`src/rtl/led_pkg.sv`:
```
// led_pkg: LED protocol timing shared with the LED control unit, plus decoder states.
package led_pkg;
  localparam int BITS_PER_LED = 24;
  localparam int T0H = 40;
  localparam int T1H = 80;
  localparam int T_BIT = 126;
  typedef enum logic [1:0] {IDLE, HIGH, STUCK, LOW} dec_state_t;
endpackage

```
`src/rtl/sync2.sv`:
```
// sync2: two-flop synchroniser for an asynchronous single-bit input.
module sync2 (
  input  logic clk,
  input  logic reset_n,
  input  logic i_d,
  output logic o_q
);
  logic [1:0] r_ff;
  always_ff @(posedge clk or negedge reset_n) begin
    if (!reset_n) r_ff <= '0;
    else r_ff <= {r_ff[0], i_d};
  end
  assign o_q = r_ff[1];
endmodule

```
`src/rtl/ws_led_decoder.sv`:
```
// ws_led_decoder: recovers 24-bit colour words from the single-wire LED waveform.
module ws_led_decoder
  import led_pkg::*;
#(
  parameter int CNT_W     = 8,
  parameter int MIN_HIGH  = 10,
  parameter int THRESH    = 60,
  parameter int MAX_HIGH  = 110,
  parameter int RESET_LOW = 250
) (
  input  logic                    clk,
  input  logic                    reset_n,
  input  logic                    din,
  output logic [BITS_PER_LED-1:0] colorbits,
  output logic                    color_valid,
  output logic                    frame_done,
  output logic [7:0]              frame_words,
  output logic                    err
);
  localparam logic [CNT_W-1:0] L_MIN  = CNT_W'(MIN_HIGH);
  localparam logic [CNT_W-1:0] L_THR  = CNT_W'(THRESH);
  localparam logic [CNT_W-1:0] L_MAX  = CNT_W'(MAX_HIGH);
  localparam logic [CNT_W-1:0] L_RST  = CNT_W'(RESET_LOW);
  localparam logic [4:0]       L_LAST = 5'(BITS_PER_LED - 1);

  dec_state_t              r_state, w_state_nx;
  logic                    w_din_s, r_din_q, w_rise, w_fall, w_bit;
  logic [1:0]              r_warm;
  logic                    r_armed;
  logic [CNT_W-1:0]        r_hcnt, r_lcnt, w_hcnt_nx, w_lcnt_nx, w_hinc, w_linc;
  logic [BITS_PER_LED-1:0] r_shreg, w_shreg_nx, r_colorbits, w_colorbits_nx;
  logic [4:0]              r_bitcnt, w_bitcnt_nx;
  logic [7:0]              r_wcnt, w_wcnt_nx, r_words, w_words_nx;
  logic                    r_valid, w_valid_nx, r_done, w_done_nx, r_err, w_err_nx;

  sync2 u_sync (.clk(clk), .reset_n(reset_n), .i_d(din), .o_q(w_din_s));

  assign w_rise = w_din_s & ~r_din_q;
  assign w_fall = ~w_din_s & r_din_q;
  assign w_hinc = (&r_hcnt) ? r_hcnt : r_hcnt + 1'b1;
  assign w_linc = (&r_lcnt) ? r_lcnt : r_lcnt + 1'b1;
  assign w_bit  = (r_hcnt >= L_THR);

  // A line already high at reset release must be seen low once before rises count
  always_ff @(posedge clk or negedge reset_n) begin
    if (!reset_n) begin
      r_din_q <= 1'b0;
      r_warm  <= '0;
      r_armed <= 1'b0;
    end else begin
      r_din_q <= w_din_s;
      r_warm  <= (r_warm == 2'd2) ? r_warm : r_warm + 2'd1;
      r_armed <= r_armed | ((r_warm == 2'd2) & ~w_din_s);
    end
  end

  always_comb begin
    w_state_nx     = r_state;
    w_hcnt_nx      = r_hcnt;
    w_lcnt_nx      = r_lcnt;
    w_shreg_nx     = r_shreg;
    w_bitcnt_nx    = r_bitcnt;
    w_wcnt_nx      = r_wcnt;
    w_colorbits_nx = r_colorbits;
    w_valid_nx     = 1'b0;
    w_done_nx      = 1'b0;
    w_words_nx     = '0;
    w_err_nx       = 1'b0;
    case (r_state)
      IDLE: begin
        if (w_rise && r_armed) begin
          w_state_nx = HIGH;
          w_hcnt_nx  = CNT_W'(1);
        end
      end
      HIGH: begin
        if (w_fall) begin
          w_state_nx = LOW;
          w_lcnt_nx  = CNT_W'(1);
          if (r_hcnt < L_MIN) begin
            w_err_nx = 1'b1;
          end else if (r_bitcnt == L_LAST) begin
            w_colorbits_nx = {r_shreg[BITS_PER_LED-2:0], w_bit};
            w_valid_nx     = 1'b1;
            w_bitcnt_nx    = '0;
            w_wcnt_nx      = (&r_wcnt) ? r_wcnt : r_wcnt + 8'd1;
          end else begin
            w_shreg_nx  = {r_shreg[BITS_PER_LED-2:0], w_bit};
            w_bitcnt_nx = r_bitcnt + 5'd1;
          end
        end else begin
          w_hcnt_nx = w_hinc;
          if (w_hinc >= L_MAX) begin
            w_err_nx    = 1'b1;
            w_bitcnt_nx = '0;
            w_state_nx  = STUCK;
          end
        end
      end
      STUCK: begin
        if (w_fall) begin
          w_state_nx = LOW;
          w_lcnt_nx  = CNT_W'(1);
        end
      end
      LOW: begin
        if (w_rise) begin
          w_state_nx = HIGH;
          w_hcnt_nx  = CNT_W'(1);
        end else begin
          w_lcnt_nx = w_linc;
          if (w_linc >= L_RST) begin
            w_done_nx   = 1'b1;
            w_words_nx  = r_wcnt;
            w_err_nx    = (r_bitcnt != '0);
            w_bitcnt_nx = '0;
            w_wcnt_nx   = '0;
            w_state_nx  = IDLE;
          end
        end
      end
      default: w_state_nx = IDLE;
    endcase
  end

  always_ff @(posedge clk or negedge reset_n) begin
    if (!reset_n) begin
      r_state     <= IDLE;
      r_hcnt      <= '0;
      r_lcnt      <= '0;
      r_shreg     <= '0;
      r_bitcnt    <= '0;
      r_wcnt      <= '0;
      r_colorbits <= '0;
      r_valid     <= 1'b0;
      r_done      <= 1'b0;
      r_words     <= '0;
      r_err       <= 1'b0;
    end else begin
      r_state     <= w_state_nx;
      r_hcnt      <= w_hcnt_nx;
      r_lcnt      <= w_lcnt_nx;
      r_shreg     <= w_shreg_nx;
      r_bitcnt    <= w_bitcnt_nx;
      r_wcnt      <= w_wcnt_nx;
      r_colorbits <= w_colorbits_nx;
      r_valid     <= w_valid_nx;
      r_done      <= w_done_nx;
      r_words     <= w_words_nx;
      r_err       <= w_err_nx;
    end
  end

  assign colorbits   = r_colorbits;
  assign color_valid = r_valid;
  assign frame_done  = r_done;
  assign frame_words = r_words;
  assign err         = r_err;
endmodule
```
`config.mk`:
```
export PLATFORM = sky130hd
export DESIGN_NAME = ws_led_decoder
export DESIGN_NICKNAME = d
export VERILOG_FILES = /design/src/rtl/led_pkg.sv /design/src/rtl/sync2.sv /design/src/rtl/ws_led_decoder.sv
export SDC_FILE = /design/constraint.sdc
export NUM_CORES = 1
export LEC_CHECK = 0
export ABC_AREA = 1
export CAP_MARGIN = 10
export CORE_MARGIN = 2
export CORE_UTILIZATION = 45
export DETAILED_ROUTE_END_ITERATION = 10
export SLEW_MARGIN = 20
export SYNTH_ARGS = -nofsm -noshare
export SYNTH_HDL_FRONTEND = slang
export SYNTH_SLANG_ARGS = --single-unit
```
`constraint.sdc`:
```
create_clock -name clk -period 2.6 [get_ports clk]
set_clock_uncertainty 0.2 [all_clocks]
set_input_delay 0.52 -clock clk [delete_from_list [all_inputs] [get_ports clk]]
set_output_delay 0.52 -clock clk [all_outputs]
set_load 0.1 [all_outputs]
```
After elaboration in Yosys (flattened, before gate mapping)
Index checks and enable logic that the tools add are counted.

Register bits after elaboration: 95. Bits of input ports: 3. Output and inout port bits: 35. Word-level logic and storage cells: 114.

$add $sub $neg: 5. Magnitude comparators: 4. Eq/ne operators: 19. Muxes and demuxes: 46. Bitwise operators: 8. Reduce and logical (&&, ||, !) cells: 17.

Operators by type and width (number): two-way mux 8 bit (16); one-hot mux 8 bit (2 select lines) (2); two-way mux 5 bit (6); adder 8 x 1 -> 8 bit, second input constant (3); one-hot mux 8 bit (3 select lines) (1); AND reduction 8 bit (3); inequality test 2 bit, second input constant (10); AND reduction 4 bit (4); two-way mux 1 bit (12); two-way mux 2 bit (6); one-hot mux 5 bit (2 select lines) (1); inequality test 3 bit, second input constant (3); greater-or-equal comparator 8 x 6 -> 1 bit, second input constant (1); greater-or-equal comparator 8 x 7 -> 1 bit, second input constant (1); greater-or-equal comparator 8 bit, second input constant (1); < comparator 8 x 4 -> 1 bit, second input constant (1); one-hot mux 2 bit (4 select lines) (1); AND reduction 7 bit (1); == test 2 bit, second input constant (3); adder 5 x 1 -> 5 bit, second input constant (1); == test 5 bit, second input constant (1); AND reduction 5 bit (1); nonzero test 5 bit (1); NOT 1 bit (4); other kinds (12) (15).

Depth between registers and ports, before layout
Depth after elaboration: 6. Gate-level depth with buffers: 16. Depth with buffers taken out: 15.

Cells and area by module
Synthesis repeated with hierarchy kept, for this count alone.

Cells, all modules: 540. Area total of the unflattened synthesis: 4534.3 µm².

By module, submodules not included: ws_led_decoder (times used 1, cells an instance 538, area an instance 4484.3 µm², sequential area each 2327.2 µm²); sync2 (times used 1, cells an instance 2, area an instance 50.0 µm², sequential area each 50.0 µm²).

Worst setup path after synthesis
No wires, ideal clock.

Kind: reg-to-reg. Start: register r_state[1]. End: register r_wcnt[5]. Library setup time: 0.117 ns. Data arrival time: 1.681 ns. Required time: 2.283 ns. Setup slack: 0.602 ns. Stages on the path, launching flop included: 11. Path buffers: 2. Period minus slack after synthesis: 1.998 ns. Cells stage by stage: dfrtp_1 -> inv_1 -> ha_1 -> buf_2 -> inv_1 -> a21oi_1 -> nor3b_1 -> nand3_2 -> buf_6 -> o21ai_1 -> inv_1.

Cells in the longest elaborated chain, start to end: 3. Elaborated cells between the ends (all ways): 11. Those cells by class: eq/ne: 8; mux: 1; reduce/logical: 2.

RTL lines: from (decl) (RTL line ws_led_decoder.sv:26) `dec_state_t r_state, w_state_nx;`; from (signal assigned) (RTL line ws_led_decoder.sv:140) `r_state <= w_state_nx;`; == test 2 x 1 -> 1 bit / == test 2 bit (equally long branches) (RTL line ws_led_decoder.sv:69) `case (r_state)`; inequality test 2 bit (no source line) / nonzero test 2 bit (equally long branches); AND reduction 7 bit (no source line); to (signal assigned) (RTL line ws_led_decoder.sv:145) `r_wcnt <= w_wcnt_nx;`; to (decl) (RTL line ws_led_decoder.sv:33) `logic [7:0] r_wcnt, w_wcnt_nx, r_words, w_words_nx;`.

Parallel ways exist; a longest one is shown, timed or not. A chain may end at the register's enable or synchronous reset.

Worst setup path after layout
Start: register r_state[1]. End: register r_wcnt[4].

Same word-level chain as after synthesis.

==> reports/results.md <==
| Parameter | Value | Unit |
|:---|:---|:---|
| Synth Net Count | 563 | - |
| Total congestion overflow after global routing | 0 | - |
| Worst endpoint required time | 2670 | ps |
| Number of synthesis warnings | 0 | - |
| Average via count per standard cell | 4.79 | - |
| Area delta synth->final | 15.1 | % |
| Post-Place Worst Slack | 321 | ps |
| Clock transition at path regs | 100 | ps |
| Number of fill cells in the layout | 903 | - |
| Initial antenna violation count | 0 | - |
| Worst-path fanout max | 14 | - |
| Post-synthesis instance total | 547 | - |
| Die Width | 104 | um |
| Final instance area | 5230 | sq um |
| Period Utilization, post-route | 0.885 | - |
| Sequential element share of the synthesized area | 0.523 | - |
| #FFs+latches synth | 95 | - |
| Simple-gate share of the synthesized area | 0.237 | - |
| Run status | finished, final reports clean | - |
| Post-Syn Area per Cell | 8.31 | sq um |
| Net total in the final layout | 606 | - |
| Count of boundary I/O pins | 38 | - |
| Fraction of final layout cells sized beyond drive strength 1 | 0.143 | - |
| Antenna cell count | 0 | - |
| Slew margin rel. | 0.582 | - |
| Initial Utilization | 0.465 | - |
| Final Max Tran Viols | 0 | - |
| Share of the core filled with cells in the final layout | 0.535 | - |
| Final-layout setup total negative slack | 0 | ps |
| First-pass iteration count of the detailed router | 4 | - |
| Instance area at placement | 5000 | sq um |
| Via count of the first global-routing pass | 3278 | - |
| Type of element launching the critical path | register | - |
| Vias after detailed routing | 3486 | - |
| Clock network latency to the later pin of the worst-skew pair | 360 | ps |
| TritonCTS clock tree | built | - |
| Clock root buffer master | clkbuf_8 | - |
| Share of the synthesized netlist area taken by xor and xnor gates | 0.0116 | - |
| Wirelength, routed | 8850 | um |
| Final worst hold slack | 168 | ps |
| Number of antenna-violating nets in the routed design | 0 | - |
| Vertical extent of the die | 104 | um |
| Deepest clock path buffer count | 2 | - |
| Post-layout total power | 3.96 | mW |
| Critical path start-end classification | reg2reg | - |
| Max Cap Violations | 0 | - |
| Fraction of the mapped netlist area in compound gates | 0.112 | - |
| Leakage dissipation | 2.57 | nW |
| Power Density | 757 | nW/um^2 |
| Final hold violations | 0 | - |
| Post-Synthesis Cell Area | 4540 | sq um |
| Mux contribution to synthesized area | 0 | - |
| Largest net degree at the start of global routing | 47 | - |
| HP Class | reg2reg | - |
| TritonCTS Buffers | 9 | - |
| Dominant combinational cell family by area after synthesis | simple AND/OR/NAND/NOR gates | - |
| Slew at the pin closest to its max-slew limit | 627 | ps |
| Drt drc | 0 | - |
| Post-layout minimum cycle time | 2300 | ps |
| First-pass GRT wire length | 15500 | um |
| Fraction of the mapped netlist area in adder cells | 0.0358 | - |
| Port buffer count | 37 | - |
| CORE AREA | 9770 | sq um |
| F_max | 435 | MHz |
| Critical Path Sink Type | register | - |
| Number of sinks handled by clock tree synthesis | 95 | - |
| RSZ-0062 raised after global routing | false | - |
| Netlist cell types | 35 | - |
| Total GRT Usage | 0.175 | - |
| Dpl cells | 711 | - |
| Estimated wirelength of the detail-placed design | 6280 | um |
| Maximum level of the CTS H-tree | 3 | - |
| Endpoints failing setup | 0 | - |
| Maximum vdd drop | 0.627 | mV |
| Number of placement rows | 36 | - |
| Die area | 10900 | sq um |
| Post-route worst setup slack | 299 | ps |
| Gpl congestion | 0.877 | - |
| Routed length per placed instance | 12.2 | um |
| Number of standard cells in the layout, taps in and fillers out | 728 | - |
| DRC violation total after the first TritonRoute iteration | 192 | - |
| Crit path DAT | 2370 | ps |
==> cells by family (layout without fill, tap and decap cells) <==
group | after synthesis | count (layout)
adders and majority gates | 13 | 13
DFF | 95 | 95
and+or+nand+nor | 246 | 246
AOI/OAI and AO/OA | 94 | 94
buffers and inverters | 93 | 141
xor gates and xnor gates | 6 | 6
==> cells in the final DEF, fill, tap and decap left out, types with 5 or more instances in the layout <==
master      n
nand2_1   142
dfrtp_1    95
inv_1      78
o21ai_0    65
buf_4      41
nor2_1     39
nand3_1    29
ha_1       13
clkbuf_8    9
nand2_2     7
a21oi_1     7
o22ai_1     7
o21ai_1     6
nor2_2      5
nor3_1      5
==> Yosys cell counts <==
library cell | n | area share
nor4_1 | 2 | 0.0028
nor3_1 | 5 | 0.0055
nor2_4 | 2 | 0.0050
nor3b_1 | 4 | 0.0066
nor3_2 | 1 | 0.0022
nand2_2 | 7 | 0.0096
ha_1 | 13 | 0.036
o31ai_1 | 2 | 0.0033
nand2_4 | 1 | 0.0025
o21a_1 | 1 | 0.0017
or2_2 | 1 | 0.0014
xnor2_1 | 3 | 0.0058
nor2_2 | 4 | 0.0055
nand4_1 | 4 | 0.0055
nand3b_1 | 1 | 0.0017
nand3_1 | 29 | 0.032
o21ai_1 | 6 | 0.0066
xor2_1 | 3 | 0.0058
buf_6 | 1 | 0.0025
a21oi_2 | 2 | 0.0039
nor2_1 | 40 | 0.033
inv_1 | 78 | 0.064
inv_2 | 2 | 0.0017
o21ai_2 | 2 | 0.0039
a22o_1 | 1 | 0.0019
o22ai_1 | 7 | 0.0096
a211oi_1 | 1 | 0.0017
nand3_2 | 3 | 0.0066
buf_4 | 1 | 0.0017
o21ai_0 | 65 | 0.072
dfrtp_1 | 95 | 0.52
buf_2 | 5 | 0.0055
a21oi_1 | 7 | 0.0077
clkbuf_1 | 6 | 0.0050
nand2_1 | 142 | 0.12
==> worst paths after layout <==
path / from / to / slack [ps] / cells after the start
worst min-delay path: u_sync.r_ff[0] / u_sync.r_ff[1] / 170 / 0
worst max register to register: r_state[1] / r_wcnt[4] / 300 / 8
max in group asynchronous: reset_n / err / 1020 / 3
worst max-delay path: r_state[1] / r_wcnt[4] / 300 / 8
worst min register to register: u_sync.r_ff[0] / u_sync.r_ff[1] / 170 / 0
min in group asynchronous: reset_n / colorbits[3] / 500 / 2
==> final cells by class <==
class                           instances  area (sq um)  area share
Tap cell                              133           166      0.0318
Inverter                               80           300      0.0574
Sequential cell                        95          2380       0.455
Clock buffer                            9           124      0.0237
Timing Repair Buffer                   45           368      0.0704
Clock inverter                          7          90.1      0.0172
Multi-Input combinational cell        359          1800       0.345
==> per-layer routing <==
| metal | vias up | global-route usage | wire (um) |
|---|---|---|---|
| met2 | 52 | 0.279 | 4190 |
| li1 | 1821 | - | - |
| met1 | 1609 | 0.243 | 4360 |
| met5 | - | 0 | 0 |
| met3 | 4 | 0.0332 | 239 |
| met4 | 0 | 0.0531 | 52 |
==> power by group <==
part | internal [mW] | switching (mW) | total (mW)
clock network | 0.470 | 0.554 | 1.02
logic | 0.401 | 0.787 | 1.19
registers | 1.60 | 0.141 | 1.74
==> worst max-delay path, cell delays in order, from the launching register on <==
cell and delay (ps):
dfrtp_1 430, inv_1 100, ha_1 310, inv_1 210, a21oi_1 100, nor3b_1 260, nand3_2 320, o21ai_1 220
inv_1 60
==> sequential cells by signal, summed over array words and instances, names as in the netlist, 5 cells and up <==
signal,cells
r_lcnt,8
colorbits,24
r_shreg,23
r_hcnt,8
frame_words,8
r_bitcnt,5
r_wcnt,8
==> repair_timing <==
item                                    4_1_cts  5_1_grt
buffers inserted                              0        0
hold buffers                                  1        0
hold endpoints to repair                     44        0
endpoints found under the setup margin        0        0
resized for setup                             0        0
Power figures use the tool's default switching activity.
